`src/rtl/ccc_apb_cfg_master.sv`:
```
// rtl/ccc_apb_cfg_master.sv - APB initiator for the fabric CCC dynamic-reconfiguration port
//
// Purpose:
//   Turns single host commands into APB reads/writes on the CCC configuration
//   port. A write may optionally pulse PLL_ARST_N low and then wait for the
//   synchronised LOCK, with a timeout.
//
// Optional feature macro: CCC_CFG_READBACK_EN
//   Defined:   every write is followed by an APB read of the same address.
//              The read value is returned, and a mismatch with the written data
//              sets rsp_err.
//   Undefined: no readback. rsp_err on a write reports only a lock timeout.
//
// Ports:
//   PCLK, PRESET_N              clock, asynchronous active-low reset
//   cmd_valid / cmd_ready       command handshake (accepted when both high)
//   cmd_write, cmd_relock       1=write / run PLL relock after the write
//   cmd_addr, cmd_wdata         command address / write data
//   rsp_valid                   one-cycle completion pulse
//   rsp_rdata, rsp_err          response data / error, held until next response
//   lock_sync                   LOCK after the synchroniser
//   PSEL, PENABLE, PWRITE       APB controls to the CCC
//   PADDR, PWDATA, PRDATA       APB address / write data / read data
//   BUSY                        CCC busy, stretches the ACCESS phase
//   LOCK                        asynchronous PLL lock from the CCC
//   PLL_ARST_N                  PLL reset to the CCC, active low

module ccc_apb_cfg_master #(
  parameter int ADDR_W       = 6,
  parameter int DATA_W       = 8,
  parameter int ARST_CYCLES  = 16,
  parameter int LOCK_TIMEOUT = 4096,
  parameter int SYNC_STAGES  = 2
) (
  input  logic              PCLK,
  input  logic              PRESET_N,
  input  logic              cmd_valid,
  output logic              cmd_ready,
  input  logic              cmd_write,
  input  logic              cmd_relock,
  input  logic [ADDR_W-1:0] cmd_addr,
  input  logic [DATA_W-1:0] cmd_wdata,
  output logic              rsp_valid,
  output logic [DATA_W-1:0] rsp_rdata,
  output logic              rsp_err,
  output logic              lock_sync,
  output logic              PSEL,
  output logic              PENABLE,
  output logic              PWRITE,
  output logic [ADDR_W-1:0] PADDR,
  output logic [DATA_W-1:0] PWDATA,
  input  logic [DATA_W-1:0] PRDATA,
  input  logic              BUSY,
  input  logic              LOCK,
  output logic              PLL_ARST_N
);

`ifdef CCC_CFG_READBACK_EN
  localparam bit RB_EN = 1'b1;
`else
  localparam bit RB_EN = 1'b0;
`endif

  // One counter serves both ARST and LOCKWAIT, so size it for the larger.
  localparam int CNT_MAX = (ARST_CYCLES > LOCK_TIMEOUT) ? ARST_CYCLES : LOCK_TIMEOUT;
  localparam int CNT_W   = $clog2(CNT_MAX + 1);
  localparam logic [CNT_W-1:0] ARST_LAST = CNT_W'(ARST_CYCLES - 1);
  localparam logic [CNT_W-1:0] LOCK_LAST = CNT_W'(LOCK_TIMEOUT - 1);

  // The RB_* states are only reachable when readback is compiled in.
  typedef enum logic [2:0] {
    S_IDLE,
    S_SETUP,
    S_ACCESS,
    S_RB_SETUP,
    S_RB_ACCESS,
    S_ARST,
    S_LOCKWAIT,
    S_RESP
  } state_t;

  state_t                  r_state;
  state_t                  w_next;
  state_t                  w_after_wr;
  logic                    r_rst_done;
  logic                    r_write;
  logic                    r_relock;
  logic [ADDR_W-1:0]       r_addr;
  logic [DATA_W-1:0]       r_wdata;
  logic [DATA_W-1:0]       r_cap;
  logic                    r_err;
  logic [CNT_W-1:0]        r_cnt;
  logic [SYNC_STAGES-1:0]  r_sync;
  logic [DATA_W-1:0]       r_rsp_rdata;
  logic                    r_rsp_err;

  logic                    w_accept;
  logic                    w_capture;
  logic                    w_timeout;
  logic                    w_rb_mismatch;
  logic                    w_err_now;
  logic [DATA_W-1:0]       w_cap_now;

  assign w_accept   = cmd_valid && cmd_ready;
  assign w_after_wr = r_relock ? S_ARST : S_RESP;
  assign w_capture  = ((r_state == S_ACCESS) || (r_state == S_RB_ACCESS)) && !BUSY;
  // Data/error as they will be once the current cycle completes; loaded into
  // the response registers on entry to RESP so they hold between responses.
  assign w_cap_now  = w_capture ? PRDATA : r_cap;
  assign w_err_now  = r_err || w_rb_mismatch || w_timeout;

  always_comb begin
    w_next        = r_state;
    w_timeout     = 1'b0;
    w_rb_mismatch = 1'b0;
    case (r_state)
      S_IDLE:      if (w_accept) w_next = S_SETUP;
      S_SETUP:     w_next = S_ACCESS;
      S_ACCESS: begin
        if (!BUSY) begin
          if (r_write) w_next = RB_EN ? S_RB_SETUP : w_after_wr;
          else         w_next = S_RESP;
        end
      end
      S_RB_SETUP:  w_next = S_RB_ACCESS;
      S_RB_ACCESS: begin
        if (!BUSY) begin
          w_next        = w_after_wr;
          w_rb_mismatch = (PRDATA != r_wdata);
        end
      end
      S_ARST:      if (r_cnt == ARST_LAST) w_next = S_LOCKWAIT;
      S_LOCKWAIT: begin
        // Lock takes priority over a timeout on the same cycle.
        if (lock_sync) begin
          w_next = S_RESP;
        end else if (r_cnt == LOCK_LAST) begin
          w_next    = S_RESP;
          w_timeout = 1'b1;
        end
      end
      S_RESP:      w_next = S_IDLE;
      default:     w_next = S_IDLE;
    endcase
  end

  always_ff @(posedge PCLK or negedge PRESET_N) begin
    if (!PRESET_N) begin
      r_state     <= S_IDLE;
      r_rst_done  <= 1'b0;
      r_write     <= 1'b0;
      r_relock    <= 1'b0;
      r_addr      <= '0;
      r_wdata     <= '0;
      r_cap       <= '0;
      r_err       <= 1'b0;
      r_cnt       <= '0;
      r_sync      <= '0;
      r_rsp_rdata <= '0;
      r_rsp_err   <= 1'b0;
    end else begin
      r_state    <= w_next;
      r_rst_done <= 1'b1;
      r_sync     <= {r_sync[SYNC_STAGES-2:0], LOCK};

      if (w_accept) begin
        r_write  <= cmd_write;
        r_relock <= cmd_write && cmd_relock;
        r_addr   <= cmd_addr;
        r_wdata  <= cmd_wdata;
        r_err    <= 1'b0;
      end else if (w_rb_mismatch) begin
        r_err <= 1'b1;
      end

      if (w_capture) r_cap <= PRDATA;

      // Counter restarts at 0 on every state change.
      if (w_next != r_state) begin
        r_cnt <= '0;
      end else if ((r_state == S_ARST) || (r_state == S_LOCKWAIT)) begin
        r_cnt <= r_cnt + CNT_W'(1);
      end

      if ((w_next == S_RESP) && (r_state != S_RESP)) begin
        r_rsp_rdata <= w_cap_now;
        r_rsp_err   <= w_err_now;
      end
    end
  end

  assign cmd_ready  = (r_state == S_IDLE) && r_rst_done;
  assign PSEL       = (r_state == S_SETUP) || (r_state == S_ACCESS) ||
                      (r_state == S_RB_SETUP) || (r_state == S_RB_ACCESS);
  assign PENABLE    = (r_state == S_ACCESS) || (r_state == S_RB_ACCESS);
  assign PWRITE     = r_write && ((r_state == S_SETUP) || (r_state == S_ACCESS));
  assign PADDR      = r_addr;
  assign PWDATA     = r_wdata;
  assign PLL_ARST_N = (r_state != S_ARST);
  assign rsp_valid  = (r_state == S_RESP);
  assign rsp_rdata  = r_rsp_rdata;
  assign rsp_err    = r_rsp_err;
  assign lock_sync  = r_sync[SYNC_STAGES-1];

endmodule

```
`config.mk`:
```
export PLATFORM = sky130hd
export DESIGN_NAME = ccc_apb_cfg_master
export DESIGN_NICKNAME = d
export VERILOG_FILES = /design/src/rtl/ccc_apb_cfg_master.sv
export SDC_FILE = /design/constraint.sdc
export NUM_CORES = 1
export LEC_CHECK = 0
export CAP_MARGIN = 10
export CORE_ASPECT_RATIO = 0.8
export CORE_MARGIN = 2
export CORE_UTILIZATION = 40
export CTS_BUF_LIST = sky130_fd_sc_hd__clkbuf_2 sky130_fd_sc_hd__clkbuf_4 sky130_fd_sc_hd__clkbuf_8
export DETAILED_ROUTE_END_ITERATION = 16
export PLACE_DENSITY_LB_ADDON = 0.15
export SLEW_MARGIN = 15
export SYNTH_ARGS = -nofsm -noshare
export SYNTH_HDL_FRONTEND = slang
export SYNTH_SLANG_ARGS = --single-unit
export TNS_END_PERCENT = 1
```
`constraint.sdc`:
```
create_clock -name PCLK -period 1.78 [get_ports PCLK]
set_input_delay 0.356 -clock PCLK [delete_from_list [all_inputs] [get_ports PCLK]]
set_output_delay 0.356 -clock PCLK [all_outputs]
set_load 0.03 [all_outputs]
```
# == Word level (Yosys, flattened, before mapping) ==
# Cells that the tools add are included.
# word_totals
register_bits,53
out_inout_bits,30
# classes
add_sub_neg,1
n_eq_ne,14
muxes,19
reduce_logical,17
# ops
cell,n
$mux W13,2
$pmux W3 S8,1
$mux W3,6
$eq A3 B3 Y1 const B,5
$add A13 B1 Y13 const B,1
$eq A13 B12 Y1 const B,1
$eq A13 B4 Y1 const B,1
$mux W8,1
$ne A8 B8 Y1,1
$logic_or A1 B1 Y1,7
$mux W1,7
$eq A3 B2 Y1 const B,2
$logic_and A1 B1 Y1,6
$ne A3 B3 Y1 const B,2
$mux W2,2
$reduce_bool A2 Y1,2
$eq A3 B1 Y1 const B,1
$logic_not A3 Y1,1
$ne A3 B3 Y1,1
$logic_not A1 Y1,1

# == Logic depth before layout (Yosys ltp) ==
# logic_depth
depth_word,7
mapped_depth,8

# == Worst setup path before layout ==
# OpenSTA, ideal clock, no wires.
# synth_path
kind,reg-to-reg
start,register r_state[0]
end,register r_addr[0] (netlist: PADDR[0])
setup_ps,125
arrival_time_ps,2057
required_time_ps,1655
path_slack_ps,-401
path_stages_with_launch,7
path_buffers,2
cell_sequence,dfrtp_1 buf_2 or2_2 nor3b_2 nand2_2 buf_2 mux2_2
# synth_via
elab_chain_len,3
# synth_rtl
item,line,text
start: declaration,82,state_t r_state;
start signal: assignment,162,r_state <= w_next;
$logic_not A3 Y1,192,assign cmd_ready = (r_state == S_IDLE) && r_rst_done;
$logic_and A1 B1 Y1,192,
via cmd_ready,38,"output logic cmd_ready,"
$logic_and A1 B1 Y1,104,assign w_accept = cmd_valid && cmd_ready;
end signal: assignment,169,r_addr <= cmd_addr;
end: declaration,88,logic [ADDR_W-1:0] r_addr;
# The timed path passes the listed nets, and every way through them passes these cells.
# A chain may end at the register's enable or synchronous reset.

# == Final worst setup path ==
# layout_path
start,register r_state[1]
end,register r_rsp_rdata[7] (netlist: rsp_rdata[7])
# layout_via
elab_chain_len,7
word_cells_on_any_way,23
cone_classes,9 x eq/ne; 8 x mux; 6 x reduce/logical
# layout_rtl
item,line,text
$logic_not A3 Y1,"116, 192",
$logic_and A1 B1 Y1,192,
$logic_and A1 B1 Y1,104,
$mux W3,117,S_IDLE: if (w_accept) w_next = S_SETUP;
$pmux W3 S8,116,case (r_state)
$eq A3 B3 Y1,185,if ((w_next == S_RESP) && (r_state != S_RESP)) begin
$logic_and A1 B1 Y1,185,
end signal: assignment,186,r_rsp_rdata <= w_cap_now;
end: declaration,94,logic [DATA_W-1:0] r_rsp_rdata;
# Parallel ways exist; a longest one is shown, timed or not.

==> metrics.log <==
INFO  metric die-height = roughly 75 um
INFO  metric critical-path-top-cell-by-count = sky130_fd_sc_hd__buf_4
INFO  metric route.antenna.remaining_nets = 0
INFO  metric drt_drc_violations_left = 0
INFO  metric cp-end-kind = flip-flop
INFO  metric globalRouteOverflowTotal = 0
INFO  metric layout_setup_ws = -0.184 ns
INFO  metric yosys.area.top_type = sky130_fd_sc_hd__dfrtp_1
INFO  metric first_pass_grt_wire_length = between 9 and 10 mm
INFO  metric ys_top_cells_by_area = sky130_fd_sc_hd__dfrtp_1, sky130_fd_sc_hd__mux2_2, sky130_fd_sc_hd__mux2_4
INFO  metric timing.critical_path.cells = buf_6, nor3b_4, inv_2, buf_4, buf_4, a21o_1, nand3_4, nand2_8, mux2_4
INFO  metric cts_tree = done
INFO  metric synthFlopType = sky130_fd_sc_hd__dfrtp_1
INFO  metric io_pins = 59
INFO  metric fin_skew = between 0.005 and 0.006 ns
INFO  metric clock_insertion_delay_worst_skew = 0.30 ns
INFO  metric asyncSetResetFlopFracSynth = 1.00
INFO  metric grt_antenna_before_repair = 0
INFO  metric clockBufferDepth = 2
INFO  metric worst_ir_drop_vdd = about 880 uV
INFO  metric timing.critical_path.fanout_max = 9
INFO  metric timing_max_transition_violations_final = 0
INFO  metric grt_usage = 0.176
INFO  metric critPathTopFamily = buffers and inverters
INFO  metric cpMaxStageDelayCell = sky130_fd_sc_hd__dfrtp_2
INFO  metric first_global_vias = about 2000
INFO  metric fill_cells = 494
INFO  metric finalHoldViolCount = 0
INFO  metric die_x = 92.8 um
INFO  metric per_instance_average_area_after_synthesis = roughly 13 sq um
INFO  metric layout-area-overhead-vs-synth = 52.1%
INFO  metric clk_pin_slew_worst_paths = 0.09 ns
INFO  metric power = 6.77 mW
INFO  metric dp_hpwl = about 4.0 mm
INFO  metric top_count_cell_post_synth = sky130_fd_sc_hd__dfrtp_1
INFO  metric antennaDiodeCount = 0
INFO  metric routed_wl = between 5 and 6 mm
INFO  metric layout_nets = 345
INFO  metric number_of_buffers_inserted_during_clock_tree_synthesis = 5
INFO  metric floorplan.core_area = roughly 6000 sq um
INFO  metric drt_pass1_iterations = 4
INFO  metric post_synth_num_cell_types = 48
INFO  metric drtIter0Drc = between 60 and 70
INFO  metric power-per-cell-area = 1760 nW/um^2
INFO  metric top_achievable_clock_speed = 0.509 GHz
INFO  metric post_drt_wl_per_cell = ~14 um
INFO  metric cts.hold.buffers_added = 0
INFO  metric fin_setup_tns = -3.86 ns
INFO  metric dr_vias = approximately 1900
INFO  metric cts_root_buf = sky130_fd_sc_hd__clkbuf_8
INFO  metric syn-num-nets = between 200 and 250
INFO  metric number_of_clock_sinks_seen_by_cts = between 50 and 60
INFO  metric syn-instance-count = around 200
INFO  metric rsz0062_at_grt = true
INFO  metric final-setup-viol-count = 27
INFO  metric maximum_number_of_pins_on_one_net_before_global_route_repair = between 50 and 60
INFO  metric die_area = between 6000 and 7000 sq um
INFO  metric cellLeakagePower = 1.75 nW
INFO  metric setup.worst_path.class = reg -> reg
INFO  metric post_route_cells_drive_above_1_share = 0.421
INFO  metric timing.critical_path.arrival = around 2.2 ns
INFO  metric maximum_capacitance_violations = 0
INFO  metric netlist_area = 2520 sq um
INFO  metric post_drt_via_cell_ratio = ~4.8
INFO  metric core.rowCount = 25
INFO  metric synth_seq_cells = 53
INFO  metric htree_levels = 2
INFO  metric critical_path.max_stage_delay = between 0.4 and 0.5 ns
INFO  metric dp_worst_setup_slack = -0.462 ns
INFO  metric ys_seq_area_frac = 0.525
INFO  metric finalNonFillerCells = 397
INFO  metric placed_cells = around 380
INFO  metric synth_edf_count = 0
INFO  metric synth_top_cells_by_count = sky130_fd_sc_hd__dfrtp_1, sky130_fd_sc_hd__mux2_2, sky130_fd_sc_hd__nor2_1
INFO  metric initial_utilization = 0.420
INFO  metric synth_warn = 0
INFO  metric period_utilization = 1.10
INFO  metric critical_path_required = around 2 ns
INFO  metric gp_congestion = between 0.8 and 0.9
INFO  metric place.port_buffers = 58
INFO  metric violations_in_the_final_reports = setup timing
INFO  metric count_of_buffering_cells_on_the_critical_path_with_inverters_included = 4
INFO  metric startpoint_type = flip-flop
INFO  metric post-route-min-period = roughly 2 ns
INFO  metric synth.top_cell.area_share = 0.525
INFO  metric outcome = finished with violations
INFO  metric worst_hold_path_type = in -> async
-- power breakdown --
group	switching [mW]	total, mW	internal [mW]
Clock	0.384	0.942	0.558
Sequential	0.264	1.90	1.64
Combinational	1.90	3.93	2.03
Total	2.55	6.77	4.23
-- routing by layer --
| metal | up-vias | wire [um] | global-route usage |
|---|---|---|---|
| li1 | 934 | - | - |
| met1 | 938 | 2670 | 0.244 |
| met2 | 40 | 2630 | 0.285 |
| met3 | 5 | 273 | 0.0420 |
| met4 | 0 | 36 | 0.0392 |
| met5 | - | 0 | 0 |
-- layout by cell type, fill, tap and decap left out, drive strengths merged, types with 3 or more instances in the layout --
master / netlist / final
nand4: 5 / 5
clkbuf: 2 / 5
nor2: 21 / 21
dlymetal6s2s: 0 / 3
clkdlybuf4s50: 0 / 43
a21oi: 4 / 4
dlygate4sd2: 0 / 5
nand4b: 3 / 3
xnor2: 9 / 9
mux2: 32 / 32
nand2: 10 / 10
dfrtp: 53 / 53
nor3: 5 / 5
nor4: 4 / 4
xor2: 14 / 14
nand3: 3 / 3
buf: 5 / 65
-- timing repair --
action / CTS / global route
endpoints found under the setup margin: 47 / 45
setup buffers: 6 / 5
gates resized for setup: 22 / 18
pin swaps: 5 / 8
gates cloned: 1 / 0
-- stage by stage --
step,hold slack (ns),util,cell area (sq um)
2_1_floorplan,0.0604,-,2550
3_3_place_gp,0.332,0.590,3540
3_5_place_dp,0.345,0.590,3540
4_1_cts,0.0389,0.633,3800
5_1_grt,0.0553,0.640,3840
6_report,0.0225,0.640,3840
-- state kept, by name, indices dropped and copies added, names as in the netlist --
name        flops
r_state         3
rsp_rdata       8
r_rst_done      1
PWDATA          8
r_cap           8
r_err           1
r_relock        1
r_write         1
PADDR           6
rsp_err         1
r_cnt          13
r_sync          2
-- logic make-up (layout without fill, tap and decap cells) --
kind of cell,after synthesis,in the layout,synth area share
compound gates,13,13,0.0441
xor+xnor,23,23,0.0798
fa+ha+maj,2,2,0.00892
buf+inv,9,126,0.0218
flops,53,53,0.525
mux,33,33,0.160
other cells,1,1,0.00149
simple gates,65,65,0.159
-- path summary, 6_finish.rpt --
check / startpoint / endpoint / slack [ns] / cells after the start
setup / recovery: r_state[1] / rsp_rdata[7] / -0.18 / 9
hold / removal: PRESET_N / r_cnt[1] / 0.02 / 2
setup reg to reg: r_state[1] / rsp_rdata[7] / -0.18 / 9
hold reg to reg: r_sync[0] / r_sync[1] / 0.36 / 0
max in group asynchronous: PRESET_N / r_state[1] / 1.50 / 2
min in group PCLK: r_sync[0] / r_sync[1] / 0.36 / 0
-- area by class of cell --
class,count,area [sq um],area share
Inverter,2,7.51,0.00195
Clock inverter,3,65.1,0.0169
Multi-Input combinational cell,137,1240,0.322
Tap cell,81,101,0.0264
Clock buffer,5,68.8,0.0179
Timing Repair Buffer,116,1030,0.269
Sequential cell,53,1330,0.346
(Power assumes the default switching activity.)
